===== config.mk =====
export PLATFORM = sky130hd
export DESIGN_NAME = axi_host_adapter
export DESIGN_NICKNAME = d
export VERILOG_FILES = /design/src/rtl/top_pkg.sv /design/src/rtl/axi_pkg.sv /design/src/rtl/axi_host_adapter.sv
export SDC_FILE = /design/constraint.sdc
export NUM_CORES = 1
export LEC_CHECK = 0
export ABC_AREA = 1
export BUFFER_PORTS_ARGS = -buffer_cell sky130_fd_sc_hd__buf_2
export CELL_PAD_IN_SITES_DETAIL_PLACEMENT = 1
export CELL_PAD_IN_SITES_GLOBAL_PLACEMENT = 2
export CORE_AREA = 2 2 139 141
export DETAILED_ROUTE_END_ITERATION = 8
export DIE_AREA = 0 0 141 143
export GPL_ROUTABILITY_DRIVEN = 0
export PLACE_DENSITY = 0.83
export SLEW_MARGIN = 20
export SYNTH_ARGS = -nofsm -noshare
export SYNTH_HDL_FRONTEND = slang
export SYNTH_SLANG_ARGS = --single-unit
export TNS_END_PERCENT = 5

===== constraint.sdc =====
create_clock -name clk_i -period 3.44 [get_ports clk_i]
set_input_delay 0.688 -clock clk_i [delete_from_list [all_inputs] [get_ports clk_i]]
set_output_delay 0.688 -clock clk_i [all_outputs]
set_load 0.01 [all_outputs]

===== src/rtl/top_pkg.sv =====
// top_pkg: bus and AXI width constants shared across the SoC.
package top_pkg;
    localparam int AXI_AW  = 32;
    localparam int AXI_DW  = 32;
    localparam int AXI_DBW = AXI_DW / 8;
endpackage


===== src/rtl/axi_pkg.sv =====
// axi_pkg: AXI4-Lite manager/subordinate channel bundles.
package axi_pkg;
    typedef struct packed {
        logic                         awvalid;
        logic [top_pkg::AXI_AW-1:0]   awaddr;
        logic [2:0]                   awprot;
        logic                         wvalid;
        logic [top_pkg::AXI_DW-1:0]   wdata;
        logic [top_pkg::AXI_DBW-1:0]  wstrb;
        logic                         bready;
        logic                         arvalid;
        logic [top_pkg::AXI_AW-1:0]   araddr;
        logic [2:0]                   arprot;
        logic                         rready;
    } axi_h2d_t;

    typedef struct packed {
        logic                         awready;
        logic                         wready;
        logic                         bvalid;
        logic [1:0]                   bresp;
        logic                         arready;
        logic                         rvalid;
        logic [top_pkg::AXI_DW-1:0]   rdata;
        logic [1:0]                   rresp;
    } axi_d2h_t;
endpackage


===== src/rtl/axi_host_adapter.sv =====
// axi_host_adapter: req/gnt/valid device port to AXI4-Lite manager, up to
// MAX_REQS outstanding transactions answered in request order.
module axi_host_adapter #(
    parameter int MAX_REQS = 2
) (
    input  logic                          clk_i,
    input  logic                          rst_ni,
    input  logic                          req_i,
    output logic                          gnt_o,
    input  logic                          we_i,
    input  logic [top_pkg::AXI_DBW-1:0]   be_i,
    input  logic [top_pkg::AXI_AW-1:0]    addr_i,
    input  logic [top_pkg::AXI_DW-1:0]    wdata_i,
    output logic                          valid_o,
    output logic [top_pkg::AXI_DW-1:0]    rdata_o,
    output logic                          err_o,
    output axi_pkg::axi_h2d_t             axi_o,
    input  axi_pkg::axi_d2h_t             axi_i
);
    localparam int CW = $clog2(MAX_REQS + 1);

    logic                         iss_valid_q, iss_valid_d;
    logic                         we_q, we_d;
    logic [top_pkg::AXI_AW-1:0]   addr_q, addr_d;
    logic [top_pkg::AXI_DBW-1:0]  be_q, be_d;
    logic [top_pkg::AXI_DW-1:0]   wdata_q, wdata_d;
    logic                         aw_done_q, aw_done_d;
    logic                         w_done_q, w_done_d;
    logic [CW-1:0]                cnt_q, cnt_d;
    logic [MAX_REQS-1:0]          ord_q, ord_d;
    logic                         valid_q, valid_d;
    logic                         err_q, err_d;
    logic [top_pkg::AXI_DW-1:0]   rdata_q, rdata_d;

    logic awvalid, wvalid, arvalid, bready, rready;
    logic aw_hs, w_hs, ar_hs, b_hs, r_hs, pop, iss_done;
    logic [CW-1:0] cnt_eff;
    logic unused_resp;

    // Valids come from flops only, so none depends on a ready.
    assign awvalid  = iss_valid_q & we_q & ~aw_done_q;
    assign wvalid   = iss_valid_q & we_q & ~w_done_q;
    assign arvalid  = iss_valid_q & ~we_q;
    // The order FIFO occupancy equals the outstanding count; ord_q[0] is its head.
    assign bready   = (cnt_q != '0) & ord_q[0];
    assign rready   = (cnt_q != '0) & ~ord_q[0];
    assign aw_hs    = awvalid & axi_i.awready;
    assign w_hs     = wvalid & axi_i.wready;
    assign ar_hs    = arvalid & axi_i.arready;
    assign b_hs     = bready & axi_i.bvalid;
    assign r_hs     = rready & axi_i.rvalid;
    assign pop      = b_hs | r_hs;
    assign cnt_eff  = cnt_q - CW'(pop);
    assign iss_done = we_q ? ((aw_done_q | aw_hs) & (w_done_q | w_hs)) : ar_hs;
    assign gnt_o    = req_i & ~iss_valid_q & (cnt_eff < CW'(MAX_REQS));
    assign unused_resp = axi_i.bresp[0] ^ axi_i.rresp[0];

    always_comb begin
        iss_valid_d = (iss_valid_q & ~iss_done) | gnt_o;
        we_d        = gnt_o ? we_i : we_q;
        addr_d      = gnt_o ? addr_i : addr_q;
        be_d        = gnt_o ? be_i : be_q;
        wdata_d     = gnt_o ? wdata_i : wdata_q;
        aw_done_d   = ~gnt_o & (aw_done_q | aw_hs);
        w_done_d    = ~gnt_o & (w_done_q | w_hs);
        cnt_d       = cnt_eff + CW'(gnt_o);
        ord_d       = pop ? ord_q >> 1 : ord_q;
        for (int i = 0; i < MAX_REQS; i++)
            if (gnt_o && cnt_eff == CW'(i)) ord_d[i] = we_i;
        valid_d     = pop;
        err_d       = b_hs ? axi_i.bresp[1] : r_hs ? axi_i.rresp[1] : err_q;
        rdata_d     = b_hs ? '0 : r_hs ? axi_i.rdata : rdata_q;
    end

    always_ff @(posedge clk_i or negedge rst_ni) begin
        if (!rst_ni) begin
            iss_valid_q <= 1'b0;
            we_q        <= 1'b0;
            addr_q      <= '0;
            be_q        <= '0;
            wdata_q     <= '0;
            aw_done_q   <= 1'b0;
            w_done_q    <= 1'b0;
            cnt_q       <= '0;
            ord_q       <= '0;
            valid_q     <= 1'b0;
            err_q       <= 1'b0;
            rdata_q     <= '0;
        end else begin
            iss_valid_q <= iss_valid_d;
            we_q        <= we_d;
            addr_q      <= addr_d;
            be_q        <= be_d;
            wdata_q     <= wdata_d;
            aw_done_q   <= aw_done_d;
            w_done_q    <= w_done_d;
            cnt_q       <= cnt_d;
            ord_q       <= ord_d;
            valid_q     <= valid_d;
            err_q       <= err_d;
            rdata_q     <= rdata_d;
        end
    end

    always_comb begin
        axi_o         = '0;
        axi_o.awvalid = awvalid;
        axi_o.awaddr  = addr_q;
        axi_o.wvalid  = wvalid;
        axi_o.wdata   = wdata_q;
        axi_o.wstrb   = be_q;
        axi_o.bready  = bready;
        axi_o.arvalid = arvalid;
        axi_o.araddr  = addr_q;
        axi_o.rready  = rready;
    end

    assign valid_o = valid_q;
    assign err_o   = err_q;
    assign rdata_o = rdata_q;
endmodule


==> results by group <==
Run status
  – Status: finished, final reports clean

Min path
  – Tightest Hold Check Type: input pin to asynchronous set/reset pin

Die
  – Initial Util: 25.7%
  – Core area: roughly 19000 um^2
  – DIE HEIGHT: 143 um
  – Die W: roughly 140 um
  – Die Footprint: between 20000 and 25000 um^2
  – Ports: around 260
  – Rows: 50

Placed design
  – Dpl hpwl: just under 10000 um
  – Placed cell count: 973
  – IO Port Bufs: 250
  – DP Area: around 5800 um^2

Global routing
  – Gr usage total: 13.7%
  – Overflow after GRT: 0
  – Largest net degree at the start of global routing: 72
  – Number of global-route vias before repair: 4175
  – First-pass GRT wire length: 21900 um
  – Initial antenna violation count: 0

Clocking
  – Cts repair resizes: 0
  – CTS tree: yes
  – CTS sink cnt: 110
  – Clk_lat worst skew: roughly 0.36 ns
  – Num CTS Buffers: 9
  – Clock-pin slew on the worst setup and hold paths: about 0.070 ns
  – Post-CTS setup buffers: 0
  – CTS root buf: clkbuf_16
  – Maximum root-to-sink buffer count: 2
  – Hold Buf Count CTS: 0
  – Htree depth: 3

Logic synthesis
  – Top cell type's share of synthesized area: 57.7%
  – Simple-gate share of the synthesized area: between 20 and 30%
  – XOR/XNOR Fraction of Synth Area: less than 1%
  – Distinct cells, synth: 20
  – Compound-cell area share of the yosys netlist: less than 1%
  – Post-Synthesis Cell Area: 4770 um^2
  – Sequential cell area fraction in the yosys report: 57.7%
  – Most area-consuming cells after synthesis: dfrtp_1 (58%), nand2_1 (23%), buf_4 (6.8%)
  – Syn Inst Count: roughly 550
  – Yosys top cell by area: dfrtp_1
  – Mux contribution to synthesized area: 0%
  – Main combinational cell family by area after synthesis: simple AND/OR/NAND/NOR gates
  – Synth Register Bits: 110
  – Synth warn: 0
  – Mean Syn Cell Area: 8.75 um^2
  – Post-synthesis adder-cell area fraction: 0.262%

Power
  – Clk pwr share: a little under a fifth
  – Int Pwr: 3.40 mW
  – Switching portion of total power: 41.4%
  – Share of power burned in registers: 38.5%
  – Pleak: 3.72 nW
  – Max VDD drop: about 350 uV
  – Switching Power: 2.40 mW
  – Cell Pwr Density: approximately 940 nW/um^2
  – Comb pwr share: a little over two fifths

Worst setup path
  – Crit end category: output pin
  – Crit-path max FO: 5
  – Critical path class: flip-flop to output pin
  – Crit path cell chain: nor2_2 -> nor2_4 -> nand2_2 -> nand2_2 -> ha_1 -> inv_1 -> nand2_1 -> nand2_1 -> nand2_2 -> inv_2 -> buf_2
  – Critical Path Most Common Cell: nand2_2
  – Delay-heaviest family, CP: simple AND/OR/NAND/NOR gates
  – Cells on worst reg2reg path: 13
  – CP bufs+invs: 3
  – Slowest stage cell, crit path: dfrtp_1
  – R2R Path End: wdata_q[25]
  – Startpoint Class: flip-flop
  – CP required: 2.75 ns
  – Arr. time, crit path: roughly 1.9 ns
  – Reg2reg start: cnt_q[1]
  – Flop2flop setup slack: 1.14 ns
  – Critical path's largest stage delay: 0.41 ns

Route
  – Antenna viol nets, final: 0
  – Total wire length: 13800 um
  – DR pass1 iterations: 4
  – Via/cell ratio: between 4 and 5
  – DRT met1 WL: approximately 5800 um
  – Initial DRC Count: ~130
  – WL/cell: 13.9 um
  – DR WL met2: between 6000 and 7000 um
  – Top layer in use: met4
  – Met3 wire len: 1150 um
  – Vias: a little over 4000
  – DRC viols: 0

STA
  – Slew margin rel.: 49.3%
  – Slew Limit Fails: 0
  – Final hold vios: 0
  – Tmin final: 2.57 ns
  – Setup Skew: 0.00793 ns
  – Tcrit/Tclk final: 74.7%
  – Worst-margin pin slew: about 0.76 ns
  – Setup violators final: 0
  – Setup TNS: 0 ns
  – RSZ-0062 raised after global routing: false
  – Peak Freq: ~390 MHz

Flow run
  – Max capacitance violation total: 0

Layout
  – Nets: roughly 860
  – Layout cell share with drive strength beyond 1: 37.1%
  – Finished Layout Cells: ~990
  – Synthesis-to-finish area growth: 29.1%
  – Final Instance Area: approximately 6200 um^2
  – Diodes inserted: 0
cells in the mapped netlist:
cell and n:
a21oi_1 1, buf_2 3, buf_4 43, buf_6 17
clkbuf_1 5, conb_1 1, dfrtp_1 110, ha_1 1
inv_1 16, inv_2 1, inv_4 1, nand2_1 293
nand2_2 3, nand3_1 37, nand3b_1 1, nor2_1 6
nor2_2 1, nor2_4 1, o21ai_0 3, xor2_1 1
per-layer routing:
| metal | GRT usage (%) | vias to the layer above |
|---|---|---|
| li1 | - | 2009 |
| met1 | 16.3 | 1936 |
| met2 | 23.5 | 137 |
| met3 | 5.57 | 9 |
| met4 | 2.84 | 0 |
| met5 | 0 | - |
worst max path at each step:
stage	startpoint	to	slack [ns]	cells after the start
floorplan	axi_i[34]	gnt_o	1.01	10
global placement	axi_i[38]	ord_q[0]	0.80	12
detailed placement	axi_i[38]	ord_q[0]	0.80	12
CTS	cnt_q[1]	gnt_o	0.82	11
global route	cnt_q[1]	gnt_o	0.66	11
finish	cnt_q[1]	gnt_o	0.87	11
state kept, by name, summed over array words and instances, names as in the netlist, 2 cells and up:
signal,flops
wdata_q,32
rdata_o,32
ord_q,2
addr_q,32
be_q,4
cnt_q,2
per-stage QoR:
stage / worst slack (ns) / hold WS [ns] / power (mW) / util (%)
after CTS: 0.820 / 0.323 / 5.95 / 33.1
after detailed placement: 0.800 / 0.454 / 4.81 / 31.5
after floorplan: 1.01 / 0.392 / 4.02 / -
after global routing: 0.657 / 0.334 / 6.33 / 33.1
final: 0.871 / 0.323 / 5.79 / 33.1
after global placement: 0.805 / 0.449 / 4.74 / 31.5
power groups by stage:
stage	logic [mW]	registers [mW]	clock network, mW
after floorplan	1.53	2.49	0
after global placement	2.50	2.24	0
after detailed placement	2.55	2.26	0
after CTS	2.55	2.25	1.15
after global routing	2.82	2.32	1.19
final	2.47	2.23	1.09
kinds of logic after synthesis:
group           after synthesis
xor+xnor                      1
compound gates                4
other cells                   1
fa+ha+maj                     1
simple gates                342
flops                       110
buf+inv                      86
placed cells by master (no fill, tap or decap), types with 2 or more instances in the layout:
master     synthesis  routed
nand3_1           37      37
conb_1             1       6
o21ai_0            3       3
dfrtp_1          110     110
nand2_2            3       3
inv_1             16      16
buf_4             43       7
nor2_1             6       6
clkbuf_16          0       9
inv_6              0       2
nand2_1          293     293
buf_2              3     249
layout make-up:
cell class	count	area, um^2
Inverter	18	70.1
Timing Repair Buffer	257	1320
Fill cell	2291	12400
Sequential cell	110	2750
Clock buffer	9	225
Tap cell	234	293
Multi-Input combinational cell	354	1420
Clock inverter	7	80.1
No activity file was read; power rests on OpenSTA's default activity.
